==> src/rtl/div32_seq_pkg.sv <==
// Shared definitions for the sequential signed 32-bit divider: state encodings
// and iteration/latency constants.
package div32_seq_pkg;

  typedef enum logic [2:0] {
    S_IDLE  = 3'd0,
    S_NEG_A = 3'd1,
    S_NEG_B = 3'd2,
    S_ITER  = 3'd3,
    S_FIX_Q = 3'd4,
    S_FIX_R = 3'd5,
    S_DONE  = 3'd6
  } div_state_e;

  localparam int DIV_ITERS   = 32;
  localparam int DIV_LATENCY = 37;

  localparam logic [4:0] LAST_ITER = 5'(DIV_ITERS - 1);

endpackage

==> src/rtl/div32_seq_add32.sv <==
// 32-bit ripple-free behavioural adder with carry in/out, shared by every
// divider phase.
module add32 (
  input  logic [31:0] a,
  input  logic [31:0] b,
  input  logic        carry_in,
  output logic [31:0] sum,
  output logic        carry_out
);

  assign {carry_out, sum} = {1'b0, a} + {1'b0, b} + {32'b0, carry_in};

endmodule

==> src/rtl/div32_seq.sv <==
// Multi-cycle signed restoring divider; one shared adder performs negation,
// trial subtraction and sign fix-up. Quotient feeds LO, remainder feeds HI.
module div32_seq
  import div32_seq_pkg::*;
(
  input  logic        clock,
  input  logic        clear,
  input  logic        start,
  input  logic [31:0] dividend,
  input  logic [31:0] divisor,
  output logic        busy,
  output logic        done,
  output logic [31:0] quotient,
  output logic [31:0] remainder,
  output logic        div_by_zero,
  output div_state_e  state
);

  // Handshake: start is accepted only in IDLE or DONE (busy=0). done is a
  // one-cycle pulse; results and div_by_zero hold until the next accepted start.

  div_state_e  state_q, state_d;
  logic [4:0]  cnt_q;
  logic [31:0] a_q, b_q, q_q, r_q, m_q;
  logic        sq_q, sr_q;

  logic [31:0] add_a, add_b, add_sum, rs;
  logic        add_cin, add_cout;
  logic        accept;

  assign accept = start && (state_q == S_IDLE || state_q == S_DONE);
  assign rs     = {r_q[30:0], q_q[31]};
  assign busy   = (state_q != S_IDLE) && (state_q != S_DONE);
  assign done   = (state_q == S_DONE);
  assign state  = state_q;

  always_comb begin
    state_d = state_q;
    case (state_q)
      S_IDLE, S_DONE: begin
        if (accept) state_d = (divisor == 32'd0) ? S_DONE : S_NEG_A;
        else        state_d = S_IDLE;
      end
      S_NEG_A: state_d = S_NEG_B;
      S_NEG_B: state_d = S_ITER;
      S_ITER:  if (cnt_q == 5'd0) state_d = S_FIX_Q;
      S_FIX_Q: state_d = S_FIX_R;
      S_FIX_R: state_d = S_DONE;
      default: state_d = S_IDLE;
    endcase
  end

  // Operand mux: exactly one adder operation per state.
  always_comb begin
    add_a   = a_q;
    add_b   = 32'd0;
    add_cin = 1'b0;
    case (state_q)
      S_NEG_A: if (a_q[31]) begin add_a = ~a_q; add_cin = 1'b1; end
      S_NEG_B: begin
        add_a = b_q[31] ? ~b_q : b_q;
        add_cin = b_q[31];
      end
      S_ITER:  begin add_a = rs;   add_b = ~m_q; add_cin = 1'b1; end
      S_FIX_Q: begin add_a = ~q_q; add_cin = 1'b1; end
      S_FIX_R: begin add_a = ~r_q; add_cin = 1'b1; end
      default: ;
    endcase
  end

  add32 u_add (
    .a         (add_a),
    .b         (add_b),
    .carry_in  (add_cin),
    .sum       (add_sum),
    .carry_out (add_cout)
  );

  always_ff @(posedge clock or negedge clear) begin
    if (!clear) state_q <= S_IDLE;
    else        state_q <= state_d;
  end

  always_ff @(posedge clock or negedge clear) begin
    if (!clear) begin
      cnt_q       <= 5'd0;
      a_q         <= 32'd0;
      b_q         <= 32'd0;
      q_q         <= 32'd0;
      r_q         <= 32'd0;
      m_q         <= 32'd0;
      sq_q        <= 1'b0;
      sr_q        <= 1'b0;
      quotient    <= 32'd0;
      remainder   <= 32'd0;
      div_by_zero <= 1'b0;
    end else begin
      if (accept) begin
        a_q         <= dividend;
        b_q         <= divisor;
        sq_q        <= dividend[31] ^ divisor[31];
        sr_q        <= dividend[31];
        div_by_zero <= (divisor == 32'd0);
        if (divisor == 32'd0) begin
          quotient  <= 32'd0;
          remainder <= dividend;
        end
      end
      case (state_q)
        S_NEG_A: begin
          q_q <= add_sum;
          r_q <= 32'd0;
        end
        S_NEG_B: begin
          m_q   <= add_sum;
          cnt_q <= LAST_ITER;
        end
        S_ITER: begin
          // carry_out=1 means Rs >= |B|: keep the difference.
          if (add_cout) begin
            r_q <= add_sum;
            q_q <= {q_q[30:0], 1'b1};
          end else begin
            r_q <= rs;
            q_q <= {q_q[30:0], 1'b0};
          end
          if (cnt_q != 5'd0) cnt_q <= cnt_q - 5'd1;
        end
        S_FIX_Q: if (sq_q) q_q <= add_sum;
        S_FIX_R: begin
          quotient  <= q_q;
          remainder <= sr_q ? add_sum : r_q;
        end
        default: ;
      endcase
    end
  end

endmodule

==> config.mk <==
export PLATFORM = sky130hd
export DESIGN_NAME = div32_seq
export DESIGN_NICKNAME = d
export VERILOG_FILES = /design/src/rtl/div32_seq_pkg.sv /design/src/rtl/div32_seq_add32.sv /design/src/rtl/div32_seq.sv
export SDC_FILE = /design/constraint.sdc
export NUM_CORES = 1
export LEC_CHECK = 0
export ABC_CLOCK_PERIOD_IN_PS = 5900
export CAP_MARGIN = 20
export CELL_PAD_IN_SITES_DETAIL_PLACEMENT = 0
export CELL_PAD_IN_SITES_GLOBAL_PLACEMENT = 2
export CORE_MARGIN = 2
export CORE_UTILIZATION = 38
export CTS_CLUSTER_DIAMETER = 80
export CTS_CLUSTER_SIZE = 25
export DETAILED_ROUTE_END_ITERATION = 8
export PLACE_DENSITY_LB_ADDON = 0.05
export SLEW_MARGIN = 40
export SYNTH_ARGS = -nofsm -noshare
export SYNTH_HDL_FRONTEND = slang
export SYNTH_SLANG_ARGS = --single-unit
==> constraint.sdc <==
create_clock -name clock -period 5.9 [get_ports clock]
set_clock_uncertainty 0.1 [all_clocks]
set_input_delay 0.59 -clock clock [delete_from_list [all_inputs] [get_ports clock]]
set_output_delay 0.59 -clock clock [all_outputs]
set_load 0.01 [all_outputs]
# [Word-level counts from Yosys, hierarchy flattened]
# Index checks and enable logic that the tools add are counted.
[totals] reg_bits=235 latchBits=0 ramBits=0 mem_bits_ro=0 input_bits=67 elab_cells=73 mem_count=0
[classes] addsub=3 n_mul=0 n_div=0 magnitude_cmp=0 n_eq_ne=10 n_shift=0 mux=24 bitwise=6 n_reduce_logical=18
[ops] op="2-to-1 mux 32 bit" count=12
[ops] op="NOT 32 bit" count=5
[ops] op="one-hot mux 32 bit (5 select lines)" count=1
[ops] op="one-hot mux 32 bit (3 select lines)" count=1
[ops] op="one-hot mux 32 bit (2 select lines)" count=1
[ops] op="adder 32 x 32 -> 33 bit" count=1
[ops] op="adder 33 x 1 -> 33 bit" count=1
[ops] op="zero test 32 bit" count=1
[ops] op="one-hot mux 3 bit (6 select lines)" count=1
[ops] op="one-hot mux 5 bit (2 select lines)" count=1
[ops] op="equality test 3 bit, second input constant" count=3
[ops] op="2-to-1 mux 3 bit" count=3
[ops] op="nonzero test 2 bit" count=4
[ops] op="equality test 3 x 2 -> 1 bit, second input constant" count=2
[ops] op="!= test 2 bit, second input constant" count=3
[ops] op="AND reduction 2 bit" count=3
[ops] op="nonzero test 3 bit" count=2
[ops] op="zero test 5 bit" count=1
[ops] op="2-to-1 mux 5 bit" count=1
[ops] op="nonzero test 5 bit" count=1
[ops] op="subtractor 5 x 1 -> 5 bit, second input constant" count=1
[ops] op="equality test 3 x 1 -> 1 bit, second input constant" count=1
[ops] op="zero test 3 bit" count=1
[ops] op="!= test 3 bit, second input constant" count=1
[ops] op="7 further kinds" count=9

# [Longest topological paths before layout]
[depth] depth_word=7 depth_mapped=19 ltp_nobuf=16

# [Cells and area by module]
# Synthesis repeated with hierarchy kept, for this count alone.
[hier_totals] hier_cells=1335 hier_area_um2=13190.2
[modules_own_cells] mod="div32_seq" instances=1 cells_each=1091 area_per_inst_um2=11439.7
[modules_own_cells] mod="add32" instances=1 cells_each=244 area_per_inst_um2=1750.4

# [Least setup slack after synthesis]
# No wires, ideal clock.
[synth_path] path_type="register to register" from="register state_q[2], in the netlist state[2]" to="register remainder[30]" setup_ps=141 arrival_ps=3775 required_ps=5659 setup_slack_ps=1884 path_stages_with_launch=19 period_less_slack_ps=4016 path_cell_list="dfrtp_1 -> buf_2 -> nor2b_1 -> and2_1 -> clkbuf_1 -> clkbuf_1 -> a211oi_1 -> o211ai_1 -> fa_1 -> inv_1 -> fa_1 -> nand2b_1 -> a21oi_1 -> o21ai_1 -> o211ai_2 -> a21oi_2 -> o41ai_2 -> xnor2_1 -> a31oi_1"
[synth_between] elab_chain_len=6 word_cells_on_any_way=20
[synth_rtl] item="start: declaration" line_no="div32_seq.sv:22" text="div_state_e state_q, state_d;"
[synth_rtl] item="start signal: assignment" line_no="div32_seq.sv:81" text="else state_q <= state_d;"
[synth_rtl] item="equality test 3 bit (tied with other cells)" line_no="div32_seq.sv:58, div32_seq.sv:109"
[synth_rtl] item="one-hot mux 32 bit (5 select lines) (tied with other cells)" line_no="div32_seq.sv:58" text="case (state_q)"
[synth_rtl] item="adder 32 x 32 -> 33 bit / one-hot mux 1 bit (3 select lines) (equally long branches)" line_no="div32_seq_add32.sv:11, div32_seq.sv:58"
[synth_rtl] item="adder 33 x 1 -> 33 bit" line_no="div32_seq_add32.sv:11" text="assign {carry_out, sum} = {1'b0, a} + {1'b0, b} + {32'b0, carry_in};"
[synth_rtl] item="2-to-1 mux 32 bit" line_no="div32_seq.sv:132" text="remainder <= sr_q ? add_sum : r_q;"
[synth_rtl] item="2-to-1 mux 32 bit" line_no="div32_seq.sv:109" text="case (state_q)"
[synth_rtl] item="end signal: assignment" line_no="div32_seq.sv:106" text="remainder <= dividend;"
[synth_rtl] item="end signal: assignment" line_no="div32_seq.sv:132"
[synth_rtl] item="end: declaration" line_no="div32_seq.sv:14" text="output logic [31:0] remainder,"
# Several ways; a longest one is shown, not always the timed one.
# A chain may end at the register's enable or synchronous reset.

# [Worst setup path in the final report]
[layout_path] from="register state_q[0], in the netlist state[0]" to="register r_q[1]"
[layout_between] elab_chain_len=6 word_cells_on_any_way=14
[layout_rtl] item="equality test 3 bit (tied with other cells)" line_no="div32_seq.sv:58"
[layout_rtl] item="one-hot mux 32 bit (5 select lines) (tied with other cells)" line_no="div32_seq.sv:58"
[layout_rtl] item="adder 32 x 32 -> 33 bit / one-hot mux 1 bit (3 select lines) (equally long branches)" line_no="div32_seq_add32.sv:11, div32_seq.sv:58"
[layout_rtl] item="adder 33 x 1 -> 33 bit" line_no="div32_seq_add32.sv:11"
[layout_rtl] item="2-to-1 mux 32 bit" line_no="div32_seq.sv:120" text="if (add_cout) begin"
[layout_rtl] item="one-hot mux 32 bit (2 select lines)" line_no="div32_seq.sv:109"
[layout_rtl] item="end signal: assignment" line_no="div32_seq.sv:121" text="r_q <= add_sum;"
[layout_rtl] item="end signal: assignment" line_no="div32_seq.sv:124" text="r_q <= rs;"
[layout_rtl] item="end: declaration" line_no="div32_seq.sv:24" text="logic [31:0] a_q, b_q, q_q, r_q, m_q;"
# Several ways; a longest one is shown, not always the timed one.

==> metrics.cfg <==
[global_route]
grt_usage_pct = 24.8
grt_max_degree = 69
use_met2_pct = 34.5
overflow = 0
grt_pass1_vias = 11200
grt_use_met1_pct = 41.1
grt_util_met3_pct = 2.64
antenna_found_initial = 0
top_usage_layer = met1
grt_pass1_wl_um = 70300

[yosys]
synth_top_area_cell = dfrtp_1
ys_top_cells_by_area = dfrtp_1 (44%), nand2_1 (9.0%), mux2_2 (5.5%)
postSynthCellCount = 1533
synth_edf_count = 0
syn_area_um2 = 13300
postSynthAreaPerCell_um2 = 8.69
synthesis.nets = 1635
ys_types = 64
synth_top_area_share_pct = 43.9
synth_seq_cells = 234
yosys_warnings = 0
synth-seq-area-share_pct = 43.9
ys.flop_type = dfrtp_1
async_reset_ff_share_pct = 100

[route]
drtIter0Drc = 940
via_count = 11600
remaining_drc_errors = 0
ant_nets = 0
avgRoutedWirePerCell_um = 21.7
vias_per_cell = 5.61
wl_um = 45000
drtPass1Iterations = 5

[cts]
cts_max_level = 1
cts_sinks = 234
clock-root-buffer = clkbuf_16
postCtsSetupRepairBufs = 0
cts_buffers = 18
cts_tree = built
clock_path_buffers = 3
clkTransAtPathRegs_ps = 90
cts_resized = 0
worstSkewPairLatency_ps = 540

[power_and_ir_drop]
peakVddDrop_uv = 262
leakage_uw = 0.00677
p_per_area_nw_per_um2 = 713

[sta]
slew_violations = 0
rsz0062_at_grt = false
period_share_pct = 87.5
min_period_ps = 5160
clock.fmax_mhz = 194
hold_viol_final = 0
fin_tns_setup_ps = 0
maxSlewHeadroom_pct = 45.3
worstMarginPinSlew_ps = 818
setup_viol_count_final = 0
worst_slack_ps = 738

[placed_design]
place_ws_ps = 814
dpl.hpwl_um = 32500
dpl.cell_count = 2043
place_congestion = 0.889
io_buffers = 136
place_area_um2 = 15100

[setup_path]
end_kind = register
worstPathRequired_ps = 6200
arrival_ps = 5460
max_stage_delay_ps = 650
critPathKind = register to register
start_kind = register
critPathMaxFanout = 31
cp_slowest_cell = dfrtp_1
crit_chain = nor2_1, nand2_2, buf_4, o22ai_1, a211oi_1, o211ai_1, ha_1, and4_1, and4_1, a22oi_1, nand3_1, o31ai_2, a21o_1, buf_12, nand3_1, o311ai_0

[finish]
diodes = 0
post_route_cells_drive_above_1_share_pct = 9.81
synthToLayoutAreaGrowth_pct = 18.1
fin_area_um2 = 15700
fill_cells = 3452
fin_cells = 2076
fin_nets = 1711
utilization_pct = 45.6

[die]
die_h_um = 191
pin_count = 137
rows = 68
die-area_um2 = 36600
die_w_um = 191
start_util_pct = 38.6
core_um2 = 34500

[flow_run]
maxCapViolCount = 0

[run_status]
outcome = finished, final reports clean

[min_path]
min_path_type = register to register

[through the flow]
stage	hold slack, ps	power (uW)
floorplan	194	7280
global placement	359	9840
detailed placement	363	9830
CTS	383	11200
global route	397	12100
finish	379	11200
[critical path: cells and delay by family (launching register included)]
kind	cells	cell delay [ps]
adders and majority gates	1	420
buffers and inverters	2	690
and+or+nand+nor	6	1380
AOI/OAI and AO/OA	7	1750
DFF	1	650
[registers in the layout, summed over array words and instances, names as in the netlist]
register,count
cnt_q,5
sq_q,1
a_q,32
b_q,32
state,3
div_by_zero,1
q_q,32
remainder,32
r_q,32
quotient,32
m_q,32
[power by group]
part | total [uW] | internal (uW) | switching [uW]
Sequential | 2990 | 2330 | 660
Combinational | 6910 | 2600 | 4310
Clock | 1320 | 626 | 694
[logic make-up (layout without fill, tap and decap cells)]
group / after synthesis / in the layout / share of synthesized area (%)
xor gates and xnor gates: 62 / 62 / 4.13
AOI/OAI and AO/OA: 406 / 406 / 20.0
DFF: 234 / 234 / 43.9
buffers and inverters: 131 / 219 / 3.88
adders and majority gates: 35 / 35 / 3.40
and+or+nand+nor: 597 / 597 / 18.9
muxes: 68 / 68 / 5.72
[layer usage]
metal | vias up | routed length, um
met3 | 37 | 2580
met1 | 5703 | 23700
li1 | 5580 | -
met5 | - | 0
met2 | 324 | 18000
met4 | 0 | 784
[timing repair]
action                                 CTS  global route
setup endpoints to repair                0             0
endpoints found under the hold margin   65             0
hold buffers                             1             0
[cell type report]
type                    count  area, um^2  share of cell area [%]
clock buffers              21         482                    3.06
clock inverters            11         133                   0.843
inverters                  14        52.6                   0.334
multi-input cells        1168        6980                    44.3
flip-flops and latches    234        5860                    37.2
well taps                 455         569                    3.62
repair buffers            173        1670                    10.6
[cell usage in the layout, fill, tap and decap left out, types with 4 or more instances in the layout]
| cell type | synthesis | layout |
|---|---|---|
| o21ai_1 | 8 | 7 |
| ha_1 | 33 | 33 |
| nand2_1 | 318 | 315 |
| clkbuf_16 | 0 | 18 |
| buf_4 | 1 | 33 |
| o21a_1 | 10 | 10 |
| nor2b_1 | 17 | 17 |
| a32oi_1 | 10 | 10 |
| o211ai_1 | 37 | 37 |
| clkinv_8 | 0 | 4 |
| o311ai_0 | 9 | 9 |
| nor3_1 | 15 | 15 |
| nor4_1 | 8 | 8 |
| a21oi_1 | 67 | 67 |
| inv_6 | 0 | 5 |
| a31oi_1 | 45 | 45 |
| inv_1 | 14 | 14 |
| xnor2_1 | 49 | 49 |
| clkdlybuf4s50_1 | 0 | 135 |
| a21o_1 | 21 | 21 |
| and2_1 | 8 | 7 |
| nor2_1 | 138 | 138 |
| a22oi_1 | 6 | 6 |
| a31o_2 | 6 | 6 |
| xor2_1 | 12 | 12 |
| mux2_2 | 65 | 65 |
| a211oi_1 | 50 | 50 |
| nand2b_1 | 9 | 9 |
| dfrtp_1 | 234 | 233 |
| o22ai_1 | 33 | 33 |
| o21ai_0 | 81 | 81 |
| nand4_1 | 6 | 6 |
| and4_1 | 4 | 4 |
| or3_1 | 6 | 6 |
| nand3_1 | 59 | 59 |
[cell usage after synthesis (all sizes together), types with 13 or more instances]
cell type  instances
o211ai            38
xor2              13
nor3              16
a211oi            51
buf               33
nor2b             17
a31oi             46
a21oi             68
nand2            318
o21ai             90
dfrtp            234
o22ai             33
clkbuf            84
ha                33
nor2             138
nand3             60
a21o              21
xnor2             49
inv               14
mux2              65
[worst paths after layout]
path                       cells past startpoint             endpoint                  from  slack [ps]
max                                           16   r_q[1]$_DFFE_PN0P_  state[0]$_DFFE_PN0P_         740
min                                            2  m_q[19]$_DFFE_PN0P_   m_q[19]$_DFFE_PN0P_         380
max reg2reg                                   16   r_q[1]$_DFFE_PN0P_  state[0]$_DFFE_PN0P_         740
min reg2reg                                    2  m_q[19]$_DFFE_PN0P_   m_q[19]$_DFFE_PN0P_         380
max in group asynchronous                      3  m_q[15]$_DFFE_PN0P_                 clear        4080
min in group asynchronous                      2  q_q[28]$_DFFE_PN0P_                 clear         510
Note: power is estimated with default switching activity, not from simulation.
==> RTL edit, RTL diff (same flow settings) <==
Register the output `remainder` once more, without a reset; this adds one clock of latency there. The other outputs are not delayed to match.
--- a/src/rtl/div32_seq.sv
+++ b/src/rtl/div32_seq.sv
@@ -15,6 +15,8 @@
   output logic        div_by_zero,
   output div_state_e  state
 );
+
+  logic [31:0] remainder_s0;
 
   // Handshake: start is accepted only in IDLE or DONE (busy=0). done is a
   // one-cycle pulse; results and div_by_zero hold until the next accepted start.
@@ -92,7 +94,7 @@
       sq_q        <= 1'b0;
       sr_q        <= 1'b0;
       quotient    <= 32'd0;
-      remainder   <= 32'd0;
+      remainder_s0 <= 32'd0;
       div_by_zero <= 1'b0;
     end else begin
       if (accept) begin
@@ -103,7 +105,7 @@
         div_by_zero <= (divisor == 32'd0);
         if (divisor == 32'd0) begin
           quotient  <= 32'd0;
-          remainder <= dividend;
+          remainder_s0 <= dividend;
         end
       end
       case (state_q)
@@ -129,12 +131,16 @@
         S_FIX_Q: if (sq_q) q_q <= add_sum;
         S_FIX_R: begin
           quotient  <= q_q;
-          remainder <= sr_q ? add_sum : r_q;
+          remainder_s0 <= sr_q ? add_sum : r_q;
         end
         default: ;
       endcase
     end
   end
 
+  always_ff @(posedge clock) begin
+    remainder <= remainder_s0;
+  end
+
 endmodule
 
Formal check against the unedited RTL: not equivalent (Yosys sat finds a counterexample within 4 cycles, from zero or initial values).
==> RTL edit against the original RTL <==
Clock power up 11%. Critical path depth up 1. Wire length about the same. Power up 5.6%. Sequential power increased by 14%. Sequential share of layout area grew 2.7 points. Via count shrank 2.2%. Core utilization is 0.14 points higher. Design area rose by 3.5%. Setup slack gained 0.0063 ns. Synthesized area up 3.7%. Global-route usage decreased by 1.0 points. Sequential cell count grew 32. Critical endpoint is now r_q[9]$_DFFE_PN0P_. Largest power group unchanged. Highest routed layer unchanged.
==> RTL edit: results <==
INSERT INTO impl_metrics (metric_group, metric, value, unit) VALUES
('synthesis', 'postSynthNetCount', '1631', ''),
('clocking', 'numCtsBuffers', '19', ''),
('global_routing', 'grt_pass1_wl', '70260', 'um'),
('synthesis', 'synth_sequential_area_ratio', '47.00', '%'),
('routing', 'post_drt_via_cell_ratio', '5.470', ''),
('critical_path', 'critPathArrivalTime', '5.47', 'ns'),
('critical_path', 'timing.critical_path.fanout_max', '26', ''),
('placement', 'placed_cells', '2045', ''),
('critical_path', 'max_stage_delay', '0.59', 'ns'),
('synthesis', 'complex_gate_fraction_of_the_synthesized_area', '18.52', '%'),
('routing', 'detail_route.wirelength', '44980', 'um'),
('synthesis', 'synth_xor_area_share', '3.992', '%'),
('global_routing', 'grt_start_max_net_pins', '135', ''),
('status', 'status', 'finished, final reports clean', ''),
('layout', 'fill_cells', '3498', ''),
('synthesis', 'fraction_of_synthesized_area_in_multiplexers', '7.178', '%'),
('power_and_ir_drop', 'ir_drop', '291.2', 'uV'),
('power_and_ir_drop', 'static-leakage-power', '6.945', 'nW'),
('routing', 'first_pass_iters', '7', ''),
('synthesis', 'yosys.area_share.adder', '3.277', '%');
RTL edit: cell count changes in the layout (fill, tap and decap cells not counted), sizes merged, moves of 16 or more:
cell / before / now
nand2: 318 / 302
mux2i: 3 / 26
a211oi: 51 / 34
o21ai: 90 / 107
a21oi: 68 / 97
dfxtp: 0 / 32
nand3: 60 / 7
nor2: 138 / 158
RTL edit: worst paths after layout:
kind | end | slack [ns] | depth (start not counted)
worst max register to register | r_q[9]$_DFFE_PN0P_ | 0.74 | 17
min in group asynchronous | quotient[5]$_DFFE_PN0P_ | 0.40 | 2
max in group asynchronous | remainder_s0[22]$_DFFE_PN0P_ | 4.21 | 4
worst min-delay path | remainder[16]$_DFF_P_ | 0.27 | 0
worst min register to register | remainder[16]$_DFF_P_ | 0.27 | 0
worst max-delay path | r_q[9]$_DFFE_PN0P_ | 0.74 | 17
RTL edit: worst reg2reg max path: cells and delay by family (launching register included):
family,cells,cell delay (ns)
compound gates,9,2.28
fa+ha+maj,2,0.66
buf+inv,2,0.44
flops,1,0.59
simple gates,4,0.96
RTL edit: power breakdown:
part,switching [mW],internal [mW]
clock,0.742,0.727
sequential,0.714,2.69
combinational,4.34,2.64
total,5.79,6.06
RTL edit: metrics by stage:
step           util, %  instance area, sq um  hold WS (ns)  power (mW)  setup WS, ns
2_1_floorplan        -                 13820        0.1944       7.790         1.363
3_3_place_gp     43.64                 15560        0.2555       10.34        0.8737
3_5_place_dp     43.65                 15560        0.2544       10.35        0.8222
4_1_cts          45.51                 16230       0.01253       11.86        0.7893
5_1_grt          45.70                 16300        0.2847       12.78        0.4345
6_report         45.70                 16300        0.2715       11.85        0.7445
RTL edit: cell type report:
class / count / area [sq um] / share of cell area (%)
flip-flops and latches: 266 / 6497 / 39.87
clock buffers: 24 / 504.2 / 3.094
well taps: 461 / 576.8 / 3.540
multi-input cells: 1136 / 6817 / 41.83
clock inverters: 10 / 157.7 / 0.9674
repair buffers: 165 / 1668 / 10.23
inverters: 20 / 75.07 / 0.4607
RTL edit: kinds of logic (layout without fill, tap and decap cells):
family          after synthesis  after routing
compound gates              405            405
xor+xnor                     63             63
buf+inv                     127            219
fa+ha+maj                    35             35
simple gates                542            542
flops                       266            266
mux                          91             91
RTL edit: layer usage:
metal	GRT usage, %	share of wire [%]
met5	0	0
met4	3.333	1.1
met3	2.776	5.5
met2	34.94	42
met1	37.96	51
